==> src/rtl/csa_bist_ctrl.sv <==
// Self-test and reconfiguration controller for the 7-bit reconfigurable carry-select adder.
// Latency: 34 cycles from start to done; start is ignored while a run is in progress.
module csa_bist_ctrl #(
  parameter int NPAT = 16
) (
  input  logic        clk,
  input  logic        rst,
  input  logic        start,
  input  logic [23:0] test_output,
  output logic        test,
  output logic [3:0]  test_data,
  output logic [2:0]  is,
  output logic [3:0]  ss,
  output logic        busy,
  output logic        done,
  output logic        fault,
  output logic        multi_fault,
  output logic [1:0]  fault_idx,
  output logic [3:0]  fail_map
);

  localparam logic [2:0] IDLE   = 3'd0;
  localparam logic [2:0] APPLY  = 3'd1;
  localparam logic [2:0] CHECK  = 3'd2;
  localparam logic [2:0] DECIDE = 3'd3;
  localparam logic [2:0] DONE   = 3'd4;

  localparam logic [3:0] LAST_PAT = 4'(NPAT - 1);

  logic [2:0] state;
  logic [3:0] p;
  logic [3:0] acc;
  logic [5:0] gold;
  logic [3:0] miss;
  logic       one_hot;
  logic [1:0] hot_idx;

  // Expected response of a healthy cell for the pattern currently broadcast.
  always_comb begin
    logic a, b, n0, n1;
    a  = p[1] ^ p[0];
    b  = p[3] ^ p[2];
    n0 = ~(p[1] | p[0]);
    n1 = ~(p[3] | p[2]);
    gold = {a ? b : n1, n0 ? b : n1, a ? ~b : b, n0 ? ~b : b, ~a, a};
  end

  always_comb begin
    miss = 4'b0000;
    for (int k = 0; k < 4; k++) begin
      miss[k] = (test_output[6*k +: 6] != gold);
    end
  end

  always_comb begin
    one_hot = (acc != 4'b0000) && ((acc & (acc - 4'd1)) == 4'b0000);
    hot_idx = 2'd0;
    case (acc)
      4'b0010: hot_idx = 2'd1;
      4'b0100: hot_idx = 2'd2;
      4'b1000: hot_idx = 2'd3;
      default: hot_idx = 2'd0;
    endcase
  end

  always_ff @(posedge clk) begin
    if (rst) begin
      state       <= IDLE;
      p           <= 4'd0;
      acc         <= 4'd0;
      test        <= 1'b0;
      test_data   <= 4'd0;
      is          <= 3'b000;
      ss          <= 4'b0000;
      busy        <= 1'b0;
      done        <= 1'b0;
      fault       <= 1'b0;
      multi_fault <= 1'b0;
      fault_idx   <= 2'd0;
      fail_map    <= 4'd0;
    end else begin
      done <= 1'b0;
      case (state)
        IDLE: begin
          if (start) begin
            state     <= APPLY;
            p         <= 4'd0;
            acc       <= 4'd0;
            test      <= 1'b1;
            test_data <= 4'd0;
            busy      <= 1'b1;
          end
        end
        APPLY: state <= CHECK;
        CHECK: begin
          acc <= acc | miss;
          if (p == LAST_PAT) begin
            state <= DECIDE;
            test  <= 1'b0;
          end else begin
            p         <= p + 4'd1;
            test_data <= p + 4'd1;
            state     <= APPLY;
          end
        end
        DECIDE: begin
          fail_map <= acc;
          // Only a single bad cell can be steered onto the spare; otherwise stay in normal routing.
          if (one_hot) begin
            is          <= 3'b111 << hot_idx;
            ss          <= 4'b1111 << hot_idx;
            fault       <= 1'b1;
            multi_fault <= 1'b0;
            fault_idx   <= hot_idx;
          end else begin
            is          <= 3'b000;
            ss          <= 4'b0000;
            fault       <= 1'b0;
            multi_fault <= (acc != 4'b0000);
            fault_idx   <= 2'd0;
          end
          done  <= 1'b1;
          busy  <= 1'b0;
          state <= DONE;
        end
        DONE:    state <= IDLE;
        default: state <= IDLE;
      endcase
    end
  end

endmodule

==> config.mk <==
export PLATFORM = sky130hd
export DESIGN_NAME = csa_bist_ctrl
export DESIGN_NICKNAME = d
export VERILOG_FILES = /design/src/rtl/csa_bist_ctrl.sv
export SDC_FILE = /design/constraint.sdc
export NUM_CORES = 1
export LEC_CHECK = 0
export BUFFER_PORTS_ARGS = -buffer_cell sky130_fd_sc_hd__buf_4
export CORE_MARGIN = 5
export CORE_UTILIZATION = 54
export CTS_CLUSTER_DIAMETER = 40
export DETAILED_ROUTE_END_ITERATION = 16
export MAX_ROUTING_LAYER = met4
export PLACE_DENSITY = 0.9
export SLEW_MARGIN = 20
export SYNTH_ARGS = -nofsm -noshare
export SYNTH_HDL_FRONTEND = slang
export SYNTH_SLANG_ARGS = --single-unit
==> constraint.sdc <==
create_clock -name clk -period 6.1 [get_ports clk]
set_clock_uncertainty 0.05 [all_clocks]
set_input_delay 1.22 -clock clk [delete_from_list [all_inputs] [get_ports clk]]
set_output_delay 1.22 -clock clk [all_outputs]
set_load 0.005 [all_outputs]
# Word-level counts from Yosys, hierarchy flattened
# Index checks and enable logic that the tools add are counted.
[word_totals] ff_bits=29 in_bits=27 output_inout_bits=22 wordCells=71
[classes] n_addsub=2 eq_ne=14 shift=2 mux=22 bitwise=9 n_reduce_logical=10
[ops] op="!= test 6 bit" n=4
[ops] op="one-hot mux 4 bit (2 select lines)" n=2
[ops] op="2-to-1 mux 4 bit" n=3
[ops] op="one-hot mux 3 bit (4 select lines)" n=1
[ops] op="2-to-1 mux 1 bit" n=9
[ops] op="== test 4 bit (second input constant)" n=2
[ops] op="== test 3 x 2 -> 1 bit (second input constant)" n=2
[ops] op="2-to-1 mux 3 bit" n=2
[ops] op="!= test 2 bit (second input constant)" n=3
[ops] op="one-hot mux 2 bit (3 select lines)" n=1
[ops] op="AND reduction 3 bit" n=2
[ops] op="adder 4 x 1 -> 4 bit (second input constant)" n=1
[ops] op="AND 4 bit" n=1
[ops] op="== test 4 x 2 -> 1 bit (second input constant)" n=1
[ops] op="== test 4 x 3 -> 1 bit (second input constant)" n=1
[ops] op="zero test 4 bit" n=1
[ops] op="2-to-1 mux 2 bit" n=2
[ops] op="OR 4 bit" n=1
[ops] op="one-hot mux 1 bit (2 select lines)" n=2
[ops] op="AND reduction 2 bit" n=2
[ops] op="nonzero test 2 bit" n=2
[ops] op="nonzero test 4 bit" n=1
[ops] op="left shift 4 x 2 -> 4 bit (first input constant)" n=1
[ops] op="subtractor 4 x 1 -> 4 bit (second input constant)" n=1
[ops] op="other kinds (7)" n=11

# Depth between registers and ports, before layout
[logic_depth] ltp_word=6 depth_mapped=8 mapped_depth_nobuf=6

# Worst setup path after synthesis
# OpenSTA, ideal clock, no wires.
[synth_timing] path_kind="input port to flip-flop" from="input port test_output[17]" to="register acc[2]" setup_time_ns=0.117 arrival_time_ns=2.316 required_ns=5.933 setup_slack_ns=3.617 cell_stages=4 n_path_buf=0 cell_sequence="or3b_1 a211o_1 a221o_1 a22o_1"
[synth_between] elab_chain_len=3
[synth_lines] element="start, declared" line_no="9" text="input logic [23:0] test_output,"
[synth_lines] element="!= test 6 bit" line_no="51" text="miss[k] = (test_output[6*k +: 6] != gold);"
[synth_lines] element="OR 4 bit" line_no="96" text="acc <= acc | miss;"
[synth_lines] element="one-hot mux 4 bit (2 select lines)" line_no="83" text="case (state)"
[synth_lines] element="end signal, assigned" line_no="96"
[synth_lines] element="end, declared" line_no="32" text="logic [3:0] acc;"
# Every way passes these cells.
# A chain may end at the register's enable or synchronous reset.

# Final worst setup path
[layout_timing] from="register p[2]" to="register acc[2]"
[layout_between] elab_chain_len=6 elab_cells_between_ends=11 classes_between="eq/ne: 1; mux: 5; bitwise: 5"
[layout_lines] element="start, declared" line_no="31" text="logic [3:0] p;"
[layout_lines] element="start signal, assigned" line_no="101" text="p <= p + 4'd1;"
[layout_lines] element="bitwise XOR 1 bit or OR 1 bit (tied branches)" line_no="42, 44"
[layout_lines] element="NOT 1 bit (on tied branches)" line_no="45, 44"
[layout_lines] element="2-to-1 mux 1 bit" line_no="45" text="gold = {a ? b : n1, n0 ? b : n1, a ? ~b : b, n0 ? ~b : b, ~a, a};"
[layout_lines] element="!= test 6 bit *" line_no="51"
[layout_lines] element="OR 4 bit *" line_no="96"
[layout_lines] element="one-hot mux 4 bit (2 select lines) *" line_no="83"
# Every way passes the cells marked *; elsewhere a longest branch is shown, timed or not.

==> run_summary.xml <==
<?xml version="1.0" encoding="UTF-8"?>
<metrics>
  <group name="status">
    <metric name="run_status" unit="">finished clean</metric>
  </group>
  <group name="route">
    <metric name="vias_per_cell" unit="">5.51</metric>
    <metric name="max_used_layer" unit="">met4</metric>
    <metric name="drt-total-wl" unit="um">3220</metric>
    <metric name="route.met2.wl" unit="um">1580</metric>
    <metric name="ant_nets" unit="">0</metric>
    <metric name="wl_met1" unit="um">1460</metric>
    <metric name="drt_drc_violations_left" unit="">0</metric>
    <metric name="first_pass_detailed_route_iteration_total" unit="">4</metric>
    <metric name="detailroute.wirelength.met3" unit="um">165</metric>
    <metric name="routedWlPerCell" unit="um">12.6</metric>
    <metric name="vias" unit="">1406</metric>
    <metric name="starting_drc_count_in_detailed_routing" unit="">40</metric>
  </group>
  <group name="cts">
    <metric name="ctsHoldBuffers" unit="">0</metric>
    <metric name="ctsLongestPathBuffers" unit="">2</metric>
    <metric name="cts_root_buffer" unit="">sky130_fd_sc_hd__clkbuf_4</metric>
    <metric name="cts_setup_buffers" unit="">0</metric>
    <metric name="clk_transition_reported_paths" unit="ps">150</metric>
    <metric name="clock_insertion_delay_worst_skew" unit="ps">330</metric>
    <metric name="cts_max_level" unit="">1</metric>
    <metric name="cts_resizes" unit="">0</metric>
    <metric name="clock_sink_count" unit="">25</metric>
    <metric name="cts_tree" unit="">built</metric>
    <metric name="tritoncts.num_buffers" unit="">3</metric>
  </group>
  <group name="synth">
    <metric name="synth.cell_area" unit="um^2">1500</metric>
    <metric name="syn_avg_cell_area" unit="um^2">7.91</metric>
    <metric name="syn_nets" unit="">220</metric>
    <metric name="synthCells" unit="">189</metric>
    <metric name="synth.yosys.seq_area_share" unit="%">33.5</metric>
    <metric name="synth_edf_count" unit="">0</metric>
    <metric name="synth_warnings" unit="">0</metric>
    <metric name="synth_top_cells_by_area" unit="">sky130_fd_sc_hd__dfxtp_1 33%, sky130_fd_sc_hd__xor2_1 6.4%, sky130_fd_sc_hd__nand2_1 6.3%</metric>
    <metric name="proportion_of_synthesized_flip_flops_having_asynchronous_set_or_reset" unit="%">0</metric>
    <metric name="fraction_of_post_synthesis_cell_area_in_the_top_cell_type_by_area" unit="%">33.5</metric>
    <metric name="yosys_register_bits" unit="">25</metric>
    <metric name="netlist_top_cells_count" unit="">25 x sky130_fd_sc_hd__dfxtp_1, 25 x sky130_fd_sc_hd__nand2_1, 17 x sky130_fd_sc_hd__nor2_1</metric>
    <metric name="synth_cell_types" unit="">35</metric>
    <metric name="synth_top_flop_cell" unit="">sky130_fd_sc_hd__dfxtp_1</metric>
    <metric name="synth_area_leader_cell" unit="">sky130_fd_sc_hd__dfxtp_1</metric>
  </group>
  <group name="timing">
    <metric name="worst-slew-pin-transition" unit="ps">656</metric>
    <metric name="min_period" unit="ps">2360</metric>
    <metric name="grt_setup_unrepaired" unit="">no</metric>
    <metric name="hold_viol_final" unit="">0</metric>
    <metric name="finalSetupViolCount" unit="">0</metric>
    <metric name="slew_viol_final" unit="">0</metric>
    <metric name="fmax" unit="MHz">425</metric>
    <metric name="totalNegativeSetupSlack" unit="ps">0</metric>
    <metric name="timing.final.crit_share" unit="%">38.6</metric>
    <metric name="max-slew-margin-rel" unit="%">56.1</metric>
    <metric name="worst_hold_slack" unit="ps">411</metric>
  </group>
  <group name="critical_path">
    <metric name="critPathKind" unit="">flop to flop</metric>
    <metric name="worst_r2r_endpoint" unit="">acc[2]$_SDFFE_PP0P_</metric>
    <metric name="critical_path_arrival" unit="ps">2550</metric>
    <metric name="worstRegToRegCells" unit="">6</metric>
    <metric name="critical_path.max_fanout" unit="">17</metric>
    <metric name="setup.reg_to_reg.worst_slack" unit="ps">3740</metric>
    <metric name="worst_r2r_src" unit="">p[2]$_SDFFE_PP0P_</metric>
    <metric name="worst_ep_required_time" unit="ps">6290</metric>
    <metric name="start_kind" unit="">flop</metric>
    <metric name="crit_path_end_kind" unit="">flop</metric>
  </group>
  <group name="grt">
    <metric name="grt.total_usage" unit="%">16.6</metric>
    <metric name="globalRouteOverflowTotal" unit="">0</metric>
    <metric name="grt_pass1_wl" unit="um">5380</metric>
    <metric name="antenna_found_initial" unit="">0</metric>
    <metric name="number_of_global_route_vias_before_repair" unit="">1224</metric>
    <metric name="largest_net_degree_at_the_start_of_global_routing" unit="">22</metric>
  </group>
  <group name="hold_path">
    <metric name="worst_hold_path.endpoint" unit="">multi_fault$_SDFFE_PP0P_</metric>
    <metric name="worstHoldStart" unit="">multi_fault$_SDFFE_PP0P_</metric>
    <metric name="worstHoldPathType" unit="">flop to flop</metric>
    <metric name="hold_depth" unit="">2</metric>
  </group>
  <group name="final_layout">
    <metric name="final_layout_size_suffix_gt1_share" unit="%">23.7</metric>
    <metric name="synthToLayoutAreaGrowth" unit="%">22.4</metric>
    <metric name="finalNetCount" unit="">256</metric>
    <metric name="antenna-diode-count" unit="">0</metric>
  </group>
  <group name="placed_design">
    <metric name="port-buffer-count" unit="">48</metric>
    <metric name="post-dp-hpwl" unit="um">2420</metric>
    <metric name="gp_congestion" unit="">0.813</metric>
  </group>
  <group name="die">
    <metric name="io_pins" unit="">49</metric>
    <metric name="die_height" unit="um">62.6</metric>
    <metric name="placement_rows" unit="">19</metric>
    <metric name="floorplan.die.width" unit="um">62.6</metric>
    <metric name="coreArea" unit="um^2">2710</metric>
    <metric name="die_area" unit="um^2">3920</metric>
    <metric name="effective_utilization_at_floorplan" unit="%">55.2</metric>
  </group>
  <group name="power_and_ir_drop">
    <metric name="vdd_drop_max" unit="mV">0.200</metric>
    <metric name="pwr_density_cell" unit="nW/um^2">164</metric>
    <metric name="power.static_leakage" unit="nW">0.719</metric>
  </group>
  <group name="job">
    <metric name="drv.max_cap_violation_count" unit="">0</metric>
  </group>
</metrics>
## cells by family (layout without fill, tap and decap cells)
kind of cell    after synthesis  after routing  synth area share, %
fa+ha+maj                     5              5                 4.02
xor+xnor                     19             19                 11.1
buf+inv                      24             59                 8.03
compound gates               44             44                 19.6
flops                        25             25                 33.5
mux                           2              2                 1.42
simple gates                 70             70                 22.3
## area by class of cell
| class | instances | area (um^2) |
|---|---|---|
| well taps | 31 | 38.8 |
| inverters | 7 | 26.3 |
| repair buffers | 48 | 360 |
| clock buffers | 3 | 22.5 |
| flip-flops and latches | 25 | 500 |
| fillers | 239 | 880 |
| multi-input cells | 140 | 875 |
| clock inverters | 1 | 7.51 |
## placed cells by master, fill, tap and decap left out, types with 2 or more instances in the layout
master                       n
sky130_fd_sc_hd__xnor2_1     8
sky130_fd_sc_hd__a21oi_1    16
sky130_fd_sc_hd__and3_1      3
sky130_fd_sc_hd__nor4b_1     2
sky130_fd_sc_hd__ha_1        4
sky130_fd_sc_hd__xor2_1     11
sky130_fd_sc_hd__o21ai_1     2
sky130_fd_sc_hd__nor2_1     17
sky130_fd_sc_hd__or3b_1      3
sky130_fd_sc_hd__nand3b_1    2
sky130_fd_sc_hd__o221ai_1    3
sky130_fd_sc_hd__nand2_1    25
sky130_fd_sc_hd__or3_1       2
sky130_fd_sc_hd__o2111a_1    2
sky130_fd_sc_hd__o21ai_0     6
sky130_fd_sc_hd__buf_4      48
sky130_fd_sc_hd__dfxtp_1    25
sky130_fd_sc_hd__nor4_1      3
sky130_fd_sc_hd__clkbuf_4    3
sky130_fd_sc_hd__o2111ai_1   2
sky130_fd_sc_hd__nor3_1      5
sky130_fd_sc_hd__a22o_1      4
sky130_fd_sc_hd__a211o_1     2
sky130_fd_sc_hd__inv_1       7
sky130_fd_sc_hd__nand4_1     2
sky130_fd_sc_hd__nand3_1     6
sky130_fd_sc_hd__a211oi_1    4
## through the flow
step / cell area, um^2 / power, mW / setup slack [ps] / utilization (%) / instances
5_1_grt: 1830 / 0.314 / 3640 / 67.5 / 255
2_1_floorplan: 1500 / 0.204 / 3620 / - / 189
4_1_cts: 1830 / 0.300 / 3760 / 67.5 / 255
3_5_place_dp: 1800 / 0.226 / 3460 / 66.4 / 251
6_report: 1830 / 0.300 / 3740 / 67.5 / 255
3_3_place_gp: 1800 / 0.225 / 3470 / 66.4 / 251
## critical path, cell delays in order (launching register included)
cell and delay, ps:
sky130_fd_sc_hd__dfxtp_1 400, sky130_fd_sc_hd__inv_1 80, sky130_fd_sc_hd__ha_1 500, sky130_fd_sc_hd__or3b_1 440, sky130_fd_sc_hd__a211o_1 260, sky130_fd_sc_hd__a221o_1 310
sky130_fd_sc_hd__a22o_1 220
## sequential cells by signal, summed over array words and instances (netlist names)
name / cells
acc: 4
done: 1
busy: 1
fail_map: 4
test: 1
state: 3
ss: 2
fault_idx: 2
p: 4
multi_fault: 1
is: 2
## metal layers
metal / global-route usage, % / up-vias
met5: - / -
li1: - / 734
met4: 2.39 / 0
met2: 27.3 / 32
met3: 4.14 / 2
met1: 21.0 / 638
## how the worst max path moves through the flow
stage / start / end / slack, ps
5_1_grt: p[2]$_SDFFE_PP0P_ / acc[2]$_SDFFE_PP0P_ / 3640
2_1_floorplan: test_output[17] / acc[2]$_SDFFE_PP0P_ / 3620
3_5_place_dp: test_output[17] / acc[2]$_SDFFE_PP0P_ / 3460
3_3_place_gp: test_output[17] / acc[2]$_SDFFE_PP0P_ / 3470
6_report: p[2]$_SDFFE_PP0P_ / acc[2]$_SDFFE_PP0P_ / 3740
4_1_cts: p[2]$_SDFFE_PP0P_ / acc[2]$_SDFFE_PP0P_ / 3760
## power breakdown
| part | total, mW | switching, mW | internal (mW) | leakage [nW] |
|---|---|---|---|---|
| clock network | 0.0767 | 0.0516 | 0.0251 | 0.0139 |
| registers | 0.174 | 0.00627 | 0.167 | 0.203 |
| logic | 0.0494 | 0.0230 | 0.0265 | 0.503 |
| total | 0.300 | 0.0809 | 0.219 | 0.719 |
No activity file was read; power rests on OpenSTA's default activity.
